$ cat src/rtl/sum_window_accumulator.sv
// ---------------------------------------------------------------------------
// sum_window_accumulator
//
// Collects a fixed window of 2**WIN_LOG2 unsigned sums from the adder stage
// over a valid/ready handshake. When the last sample of a window arrives it
// registers the window total, its floor average and its maximum, and holds
// them on a valid/ready output handshake until the downstream stage takes
// them. The block takes no new samples while a result is pending.
//
// Ports:
//   clk        rising-edge clock
//   rst        synchronous, active-high reset
//   in_valid   in_sum carries a sample this cycle
//   in_ready   block can take a sample this cycle (combinational)
//   in_sum     unsigned sample, SUM_W bits
//   out_valid  window result valid (registered)
//   out_ready  downstream takes the result this cycle
//   out_total  sum of the window's samples, ACC_W bits (registered)
//   out_avg    out_total >> WIN_LOG2, floor (registered)
//   out_max    largest sample in the window (registered)
//   count      samples taken so far in the current window (registered)
// ---------------------------------------------------------------------------
module sum_window_accumulator #(
  parameter int SUM_W    = 5,
  parameter int WIN_LOG2 = 3,
  // Must stay >= SUM_W + WIN_LOG2 so the window total can never wrap.
  parameter int ACC_W    = SUM_W + WIN_LOG2
) (
  input  logic                clk,
  input  logic                rst,
  input  logic                in_valid,
  output logic                in_ready,
  input  logic [SUM_W-1:0]    in_sum,
  output logic                out_valid,
  input  logic                out_ready,
  output logic [ACC_W-1:0]    out_total,
  output logic [SUM_W-1:0]    out_avg,
  output logic [SUM_W-1:0]    out_max,
  output logic [WIN_LOG2-1:0] count
);

  typedef enum logic {
    ST_ACCUM = 1'b0,
    ST_HOLD  = 1'b1
  } state_e;

  state_e                state_q, state_d;
  logic [ACC_W-1:0]      acc_q, acc_d;
  logic [WIN_LOG2-1:0]   cnt_q, cnt_d;
  logic [SUM_W-1:0]      max_q, max_d;
  logic                  out_valid_q, out_valid_d;
  logic [ACC_W-1:0]      out_total_q, out_total_d;
  logic [SUM_W-1:0]      out_avg_q, out_avg_d;
  logic [SUM_W-1:0]      out_max_q, out_max_d;

  logic                  accept;
  logic                  last_sample;
  logic [ACC_W-1:0]      sum_full;
  logic [SUM_W-1:0]      max_new;

  assign accept      = in_valid & in_ready;
  // cnt saturating at all-ones marks the final sample of the window.
  assign last_sample = (cnt_q == '1);
  assign sum_full    = acc_q + ACC_W'(in_sum);
  assign max_new     = (in_sum > max_q) ? in_sum : max_q;

  // -------------------------------------------------------------------------
  // FSM: state register
  // -------------------------------------------------------------------------
  // NOTE: registers are updated with non-blocking assignments so every flop
  // samples the pre-edge values regardless of statement order.
  always_ff @(posedge clk) begin
    if (rst) begin
      state_q <= ST_ACCUM;
    end else begin
      state_q <= state_d;
    end
  end

  // -------------------------------------------------------------------------
  // FSM: next state
  // -------------------------------------------------------------------------
  // NOTE: every combinational output gets a default first so no path can
  // leave it unassigned and infer a latch.
  always_comb begin
    state_d = state_q;
    unique case (state_q)
      ST_ACCUM: if (accept && last_sample) state_d = ST_HOLD;
      ST_HOLD:  if (out_ready)             state_d = ST_ACCUM;
      default:                             state_d = ST_ACCUM;
    endcase
  end

  // -------------------------------------------------------------------------
  // FSM: outputs
  // -------------------------------------------------------------------------
  // in_ready is low in reset and for the whole HOLD state, including the
  // cycle in which out_ready releases the result.
  always_comb begin
    in_ready = (state_q == ST_ACCUM) && !rst;
  end

  // -------------------------------------------------------------------------
  // Datapath next state
  // -------------------------------------------------------------------------
  always_comb begin
    acc_d       = acc_q;
    cnt_d       = cnt_q;
    max_d       = max_q;
    out_valid_d = out_valid_q;
    out_total_d = out_total_q;
    out_avg_d   = out_avg_q;
    out_max_d   = out_max_q;

    if (accept) begin
      if (last_sample) begin
        out_total_d = sum_full;
        out_avg_d   = SUM_W'(sum_full >> WIN_LOG2);
        out_max_d   = max_new;
        out_valid_d = 1'b1;
        acc_d       = '0;
        cnt_d       = '0;
        max_d       = '0;
      end else begin
        acc_d = sum_full;
        cnt_d = cnt_q + 1'b1;
        max_d = max_new;
      end
    end

    // out_ready only matters while a result is pending.
    if (state_q == ST_HOLD && out_ready) begin
      out_valid_d = 1'b0;
    end
  end

  // -------------------------------------------------------------------------
  // Datapath registers
  // -------------------------------------------------------------------------
  always_ff @(posedge clk) begin
    if (rst) begin
      acc_q       <= '0;
      cnt_q       <= '0;
      max_q       <= '0;
      out_valid_q <= 1'b0;
      out_total_q <= '0;
      out_avg_q   <= '0;
      out_max_q   <= '0;
    end else begin
      acc_q       <= acc_d;
      cnt_q       <= cnt_d;
      max_q       <= max_d;
      out_valid_q <= out_valid_d;
      out_total_q <= out_total_d;
      out_avg_q   <= out_avg_d;
      out_max_q   <= out_max_d;
    end
  end

  assign out_valid = out_valid_q;
  assign out_total = out_total_q;
  assign out_avg   = out_avg_q;
  assign out_max   = out_max_q;
  assign count     = cnt_q;

endmodule

$ cat config.mk
export PLATFORM = sky130hd
export DESIGN_NAME = sum_window_accumulator
export DESIGN_NICKNAME = d
export VERILOG_FILES = /design/src/rtl/sum_window_accumulator.sv
export SDC_FILE = /design/constraint.sdc
export NUM_CORES = 1
export LEC_CHECK = 0
export ABC_AREA = 1
export BUFFER_PORTS_ARGS = -buffer_cell sky130_fd_sc_hd__buf_2
export CAP_MARGIN = 20
export CORE_ASPECT_RATIO = 1.2
export CORE_MARGIN = 2
export CORE_UTILIZATION = 49
export CTS_CLUSTER_SIZE = 12
export DETAILED_ROUTE_END_ITERATION = 12
export HOLD_SLACK_MARGIN = 0.02
export PLACE_DENSITY = 0.84
export SYNTH_ARGS = -nofsm -noshare
export SYNTH_HDL_FRONTEND = slang
export SYNTH_SLANG_ARGS = --single-unit
export TNS_END_PERCENT = 5
$ cat constraint.sdc
create_clock -name clk -period 1.6 [get_ports clk]
set_input_delay 0 -clock clk [delete_from_list [all_inputs] [get_ports clk]]
set_output_delay 0 -clock clk [all_outputs]
set_load 0.02 [all_outputs]
==> run summary, run 1 <==
The clock-pin slew reported for the worst setup and hold paths after clock tree synthesis is 0.07 ns. The design draws between 1.5 and 2 mW. The sequential cell area fraction in the yosys report is 36.4%. The top fanout value on the critical path came out at 7.

The largest net degree at the start of global routing is 21. In this run the core area contains 23 standard-cell rows. For the pin with the worst max-slew slack, the measured transition is 0.404 ns. The category of the worst setup path launch point is a flop. The sum of overflow across all layers after global routing is 0. The count of input and output buffers is 31.

The level count of the clock H-tree is 2. The final net count came out at 300. Summing the areas of all compound-gate instances in the mapped netlist gives between 10% and 20% of the synthesized area. The peak clock frequency supported by timing is 604 MHz. The static leakage came out at 1.16 nW. The worst hold path class is in2reg.

The initial antenna violation count is 0. The checks that failed: setup timing. The post-detailed-placement half-perimeter wirelength came out at between 2000 and 3000 um.

The clock latency reported for the late side of the worst-skew pair came out at a little under 0.3 ns. Subtracting the final worst setup slack from the clock period gives 1.65 ns. The detail route stage leaves a number of antenna-violating nets equal to 0.

The Yosys step of the flow raised 0 warnings. The flow ran to the end, but the final reports show violations. The ratio of cells with drive above 1 in the final layout is 31.2%. The global placer's final weighted congestion came out at 0.806. Headroom to the max-slew limit came out at 73.1%. The clock sink total came out at 31. The worst register-to-register path has a depth of 9. The number of antenna repair diodes came out at 0. The arrival time of data at the critical path endpoint came out at 1.87 ns. The combinational share of power came out at 17.3%. The number of synthesized register bits came out at 31. Setup violations remaining at the end of the flow were counted as 1. The data required time of the critical path came out at about 1.8 ns.

The TritonCTS clock tree is built. The cell count of the worst hold path is 4. The final worst clock skew is around 0.0029 ns. The switching power as a share of total power came out at between 20% and 30%. The power per cell area came out at 882 mW/mm2. The die outline area came out at 0.00397 mm2. The number of top-level pins came out at 32. OpenSTA, run right after detailed placement, puts the worst setup slack at -0.0625 ns.

After layout, the worst setup slack is -0.0544 ns. The number of buffers inserted during clock tree synthesis came out at 5. The effective utilization at floorplan came out at about half.

The simple logic cell fraction of the synthesized area is a little over a quarter. The post-synthesis to final-layout area growth is 29.4%. The number of remaining DRC errors is 0. The count of unique library cells instantiated by Yosys is 28.

Setup repair after global routing could not meet its margin everywhere. The share of power burned in the clock network came out at 41.3%. Across all hold checks on the routed design, the worst slack comes to just over 0.04 ns. The xor-xnor portion of the synthesized cell area is slightly above 1%. The total vias in the final route is between 1,500 and 2,000. The worst setup path is captured at a flop. The adder and majority gate portion of the synthesized area came out at 9.98%. The maximum clock insertion buffer count is 2. The die is 57.9 um wide. The final core utilization is 66.1%.

The mux share of post-synthesis cell area came out at 0%. The share of the cycle needed by the critical path after routing came out at 103%. Summed over all nets, the switching power comes to 0.515 mW.

The per-instance average area after synthesis came out at 7.17 um2. The number of maximum-capacitance constraint violations came out at 0. The critical path is of the reg2reg type.

The internal power contribution is 1.43 mW. The height of the die is 68.6 um. The core box area is 0.00334 mm2. The first global-routing pass estimated around 6300 um of wire. The via count of the first global-routing pass came out at ~1,500. The sequential fraction of design power is 41.4%.

The summed instance area of the synthesized netlist came out at around 0.0017 mm2. IR analysis of the VDD net gives a maximum drop of 0.914 mV. In this run, the number of DRC markers left after iteration 0 of detailed routing was 99. The main combinational cell family by area after synthesis is simple AND/OR/NAND/NOR gates. The count of pins over their slew limit is 0. The tree is rooted in a clkbuf_8. For this run, the detailed router's first-pass iteration total came to 4. The final hold violation count came to 0. Global routing used about a fifth of the available tracks across all layers.

The instance count of the mapped netlist is 238. The post-synthesis net count came out at 260. After detailed routing, the average wire length per cell comes to 12.9 um.

The wire length after detailed routing came out at 4090 um. The post-detailed-route via-to-cell ratio is between 5 and 6.
## worst max-delay path, stage by stage (launching register included)
cell and delay [ns]:
dfxtp_2 0.33, inv_1 0.06, ha_1 0.30, nand2_1 0.07, nand2_1 0.06, nand2_1 0.11, nand3_4 0.14, o21ai_0 0.28
nand2_1 0.09, a21oi_1 0.14
## sequential cells by signal, indices dropped and copies added (netlist names)
signal and count:
out_total 8, out_max 5, state_q 1, max_q 5, out_valid 1, acc_q 8
count 3
## worst paths after layout
kind / start / to / slack (ns)
max reg2reg: max_q[2] / max_q[4] / -0.05
max: max_q[2] / max_q[4] / -0.05
min reg2reg: max_q[1] / max_q[1] / 0.46
min: in_valid / count[2] / 0.04
## cell usage after synthesis (all sizes together)
master	count	area share [%]
dfxtp	31	36
ha	12	8.8
inv	36	7.9
o21bai	1	0.44
or2	2	0.73
fa	1	1.2
nand4	1	0.37
xor2	1	0.51
buf	9	4.0
a21o	1	0.44
a22oi	1	0.44
xnor2	1	0.51
nor2	7	2.1
a21oi	22	6.5
clkbuf	3	0.66
nand3b	2	0.88
nand2	73	17
o21ai	8	2.3
nand3	17	5.0
o21a	8	3.5
and2	1	0.37
## final cells by class
| type | instances | area [um2] |
|---|---|---|
| fillers | 263 | 1130 |
| multi-input cells | 159 | 1010 |
| flip-flops and latches | 31 | 627 |
| repair buffers | 45 | 275 |
| inverters | 36 | 135 |
| clock buffers | 6 | 82.6 |
| well taps | 37 | 46.3 |
| clock inverters | 2 | 35.0 |
## cells in the final DEF, fill, tap and decap left out, types with 2 or more instances in the layout
cell	count
a21oi_1	20
nand2_1	65
o21ai_1	3
inv_2	5
dfxtp_2	5
nand3b_1	2
nor2_1	4
ha_1	8
nor2_4	2
ha_4	4
nand2_4	5
o21ai_0	5
inv_1	31
clkbuf_8	6
dfxtp_1	26
a21oi_2	2
nand3_1	13
nand2_2	3
nand3_2	3
buf_4	12
buf_2	31
o21a_1	8
## layer usage
layer | up-vias | GRT usage (%) | share of wire, %
met5 | - | 0 | 0
met4 | 0 | 13.7 | 2.1
met3 | 8 | 5.41 | 5.9
met2 | 61 | 35.9 | 50
met1 | 764 | 24.1 | 42
li1 | 829 | - | -
## power groups by stage
stage | registers [mW] | clock network (mW) | logic, mW
final | 0.807 | 0.804 | 0.336
after global routing | 0.808 | 0.857 | 0.371
after CTS | 0.804 | 0.817 | 0.273
after detailed placement | 0.821 | 0 | 0.261
after global placement | 0.820 | 0 | 0.256
after floorplan | 0.822 | 0 | 0.173
## metrics by stage
step / cell area (um2) / TNS, ns / instances
2_1_floorplan: 1710 / 0 / 238
3_3_place_gp: 1920 / -0.0467 / 305
3_5_place_dp: 1920 / -0.289 / 305
4_1_cts: 2070 / 0 / 314
5_1_grt: 2210 / -0.490 / 316
6_report: 2210 / -0.0544 / 316
## cells by family (layout without fill, tap and decap cells)
family | after synthesis | in the layout
AO/OA/AOI/OAI | 41 | 41
XOR/XNOR | 2 | 2
adder cells (fa/ha/maj) | 13 | 13
buffers and inverters | 48 | 89
flip-flops | 31 | 31
AND/OR/NAND/NOR | 103 | 103
## repair_timing
action,4_1_cts,5_1_grt
endpoints found under the setup margin,13,19
pin swaps,1,8
gates cloned,0,0
hold buffers,1,0
buffers inserted,0,2
resized for setup,8,27
endpoints found under the hold margin,2,0
No activity file was read; power rests on OpenSTA's default activity.
==> inputs of run 2 (changes only) <==
--- a/config.mk
+++ b/config.mk
@@ -9,12 +9,12 @@
 export BUFFER_PORTS_ARGS = -buffer_cell sky130_fd_sc_hd__buf_2
 export CAP_MARGIN = 20
 export CORE_ASPECT_RATIO = 1.2
-export CORE_MARGIN = 2
 export CORE_UTILIZATION = 49
 export CTS_CLUSTER_SIZE = 12
 export DETAILED_ROUTE_END_ITERATION = 12
 export HOLD_SLACK_MARGIN = 0.02
 export PLACE_DENSITY = 0.84
+export RECOVER_POWER = 25
 export SYNTH_ARGS = -nofsm -noshare
 export SYNTH_HDL_FRONTEND = slang
 export SYNTH_SLANG_ARGS = --single-unit
==> run 2 against run 1 <==
  * The flow now finishes without violations
  * Critical path depth rose by 3
  * Utilization shrank 2.5 points
  * Die area decreased by 6.3%
  * Cell count is 1.9% lower
  * Non-clock buffer count fell by 6
  * Critical path type unchanged
  * Critical endpoint is now out_total[6]
  * Largest cell class unchanged
  * Largest power group is now the clock network
==> run summary, run 2 (synthesized netlist as in run 1, its figures left out) <==
TritonCTS built the clock tree. The count of input and output buffers is 31 (unchanged). The die outline area came out at 0.00372 mm2 (-6.3%). The level count of the clock H-tree is 2 (unchanged). The number of nets with antenna violations after detailed routing came out at 0 (unchanged).

The number of standard-cell rows in the floorplan came out at 23 (unchanged). The ratio of cells with drive above 1 in the final layout came out at 25.6% (-5.5 points). The static leakage came out at 1.08 nW (-6.7%). The arrival time of data at the critical path endpoint came out at 1.77 ns (-0.10 ns). The total vias in the final route came out at 1,593 (-4.2%). The worst max-slew margin expressed relative to the limit came to 74.5% (+1.4 points). The clock-pin slew reported for the worst setup and hold paths after clock tree synthesis came out at 0.07 ns (about the same). The final net count came out at 294 (-2.0%). The post-detailed-placement half-perimeter wirelength came out at 2660 um (+2.9%). The wire length of the first global-routing pass came out at 6200 um (-1.7%). The number of antenna repair diodes came out at 0 (unchanged). Leaving out fill and tap cells, the most frequent cells in the layout are nand2_1, inv_1, dfxtp_1. The routed wire length per instance is 12.7 um (-1.7%).

The number of filler cells placed in the layout is 290 (+10%). The kind of end point of the critical path is a flop. The final worst clock skew is 0.00523 ns (+0.00229 ns).

The DRC violation total after the first TritonRoute iteration is 56 (-43%). The worst-case register-to-register setup slack was 0.02 ns (+0.07 ns). The global placer's final weighted congestion is 0.897 (+11%). The transition time of the tightest slew-check pin came out at 0.383 ns (-0.0211 ns). The height of the die came to 66.6 um (-2.9%). The sum of overflow across all layers after global routing is 0 (unchanged). The post-detailed-route via-to-cell ratio came to 5.14 (-2.3%).

The wire length after detailed routing is 3940 um (-3.6%). The effective utilization at floorplan is 51.1% (unchanged). The shortest clock period the worst path allows after layout is 1.58 ns (-0.0729 ns). The overall fraction of global-route tracks in use came out at 22.0% (+0.66 points). The iteration count of the initial detailed-routing pass came to 4 (unchanged). The number of maximum-capacitance constraint violations came out at 0 (unchanged). STA classifies the critical path startpoint as a flop. The number of remaining DRC errors is 0 (unchanged).

The largest net degree at the start of global routing is 21 (unchanged). The clock latency reported for the late side of the worst-skew pair came out at 0.29 ns (about the same). Relative to the synthesized area, the layout overhead comes to 24.5%.

The peak clock frequency supported by timing came out at 632 MHz (+4.6%). The count of pins over their slew limit came out at 0 (unchanged). The post-placement cell area came to 0.00188 mm2 (-2.2%). The buffers inserted during post-CTS setup optimization was 0 (unchanged). The share of the cycle needed by the critical path after routing is 98.8% (-4.6 points).

The width of the die was 55.9 um (-3.5%). The post-layout instance area is 0.00212 mm2 (-3.8%). The final core utilization came out at 63.6% (-2.5 points).

The maximum clock insertion buffer count was 2 (unchanged). The power per cell area came out at 908 mW/mm2 (+2.9%). The core box area is 0.00334 mm2 (unchanged).

The count of final setup violators was 0 (-1). The top fanout value on the critical path came to 2 (-5). Setup repair after global routing could not meet its margin everywhere. The clock sink total came out at 31 (unchanged). The data required time of the critical path came out at 1.79 ns (-0.02 ns). The number of top-level pins came out at 32 (unchanged). The flow ran to the end, and the final reports show no timing, DRC or antenna violations. The most frequent standard cell in the layout excluding fill and tap cells is nand2_1. The buffer cell driving the clock tree root is clkbuf_8. The via count of the first global-routing pass came out at 1,456 (+0.14%). The worst ir drop on vdd was 0.697 mV (-24%). The final hold violation count came out at 0 (unchanged).

The initial antenna violation count is 0 (unchanged). The worst hold path class is in2reg. The number of buffers inserted during clock tree synthesis came out at 5 (unchanged). The critical path is of the reg2reg type.
## run 2: per-layer routing
layer | vias up | routed length, um | global-route usage (%)
met5 | - | 0 | 0
met4 | 0 | 103 | 11.0
met3 | 9 | 137 | 6.21
met2 | 34 | 2060 | 40.4
met1 | 734 | 1650 | 23.1
li1 | 816 | - | -
## run 2: critical path, cell delays in order, from the launching register on
cell and delay (ns):
dfxtp_2 0.36, ha_4 0.14, inv_2 0.04, fa_2 0.37, inv_2 0.06, nand3_2 0.05, nand2_2 0.10, nand2_2 0.06
nand2_1 0.05, nand2_1 0.06, nand2_1 0.07, a21o_1 0.10, inv_1 0.03
## run 2: layout make-up
type / instances / area (um2) / share of cell area, %
clock inverters: 2 / 35.0 / 1.65
repair buffers: 39 / 206 / 9.72
clock buffers: 6 / 82.6 / 3.89
inverters: 36 / 135 / 6.36
multi-input cells: 159 / 995 / 46.8
flip-flops and latches: 31 / 623 / 29.3
well taps: 37 / 46.3 / 2.18
## run 2: path summary, 6_finish.rpt
check,from,to,cells after the start
min,in_valid,count[2],4
min reg2reg,max_q[1],max_q[1],2
max,acc_q[0],out_total[6],12
max reg2reg,acc_q[0],out_total[6],12
## run 2: power breakdown
| part | internal, mW | switching, mW | leakage, nW |
|---|---|---|---|
| registers | 0.792 | 0.0147 | 0.252 |
| logic | 0.123 | 0.187 | 0.767 |
| clock network | 0.504 | 0.307 | 0.0612 |
## run 2: what timing repair did
item                                   CTS  global route
pin swaps                                0             5
gates resized for setup                  3            29
endpoints found under the hold margin    2             0
setup endpoints to repair               16            21
hold buffers                             1             0
gates cloned                             0             0
## run 2: metrics by stage
stage | hold WS (ns) | TNS, ns | instances | worst slack [ns] | power (mW)
final | 0.0850 | 0 | 310 | 0.0185 | 1.93
after global routing | 0.0916 | -0.517 | 310 | -0.0806 | 2.02
after CTS | 0.0772 | -0.00950 | 310 | -0.00762 | 1.89
after detailed placement | 0.280 | -0.169 | 301 | -0.0476 | 1.07
after global placement | 0.271 | -0.0463 | 301 | -0.0245 | 1.06
after floorplan | 0.0349 | 0 | 238 | 0.0641 | 0.995
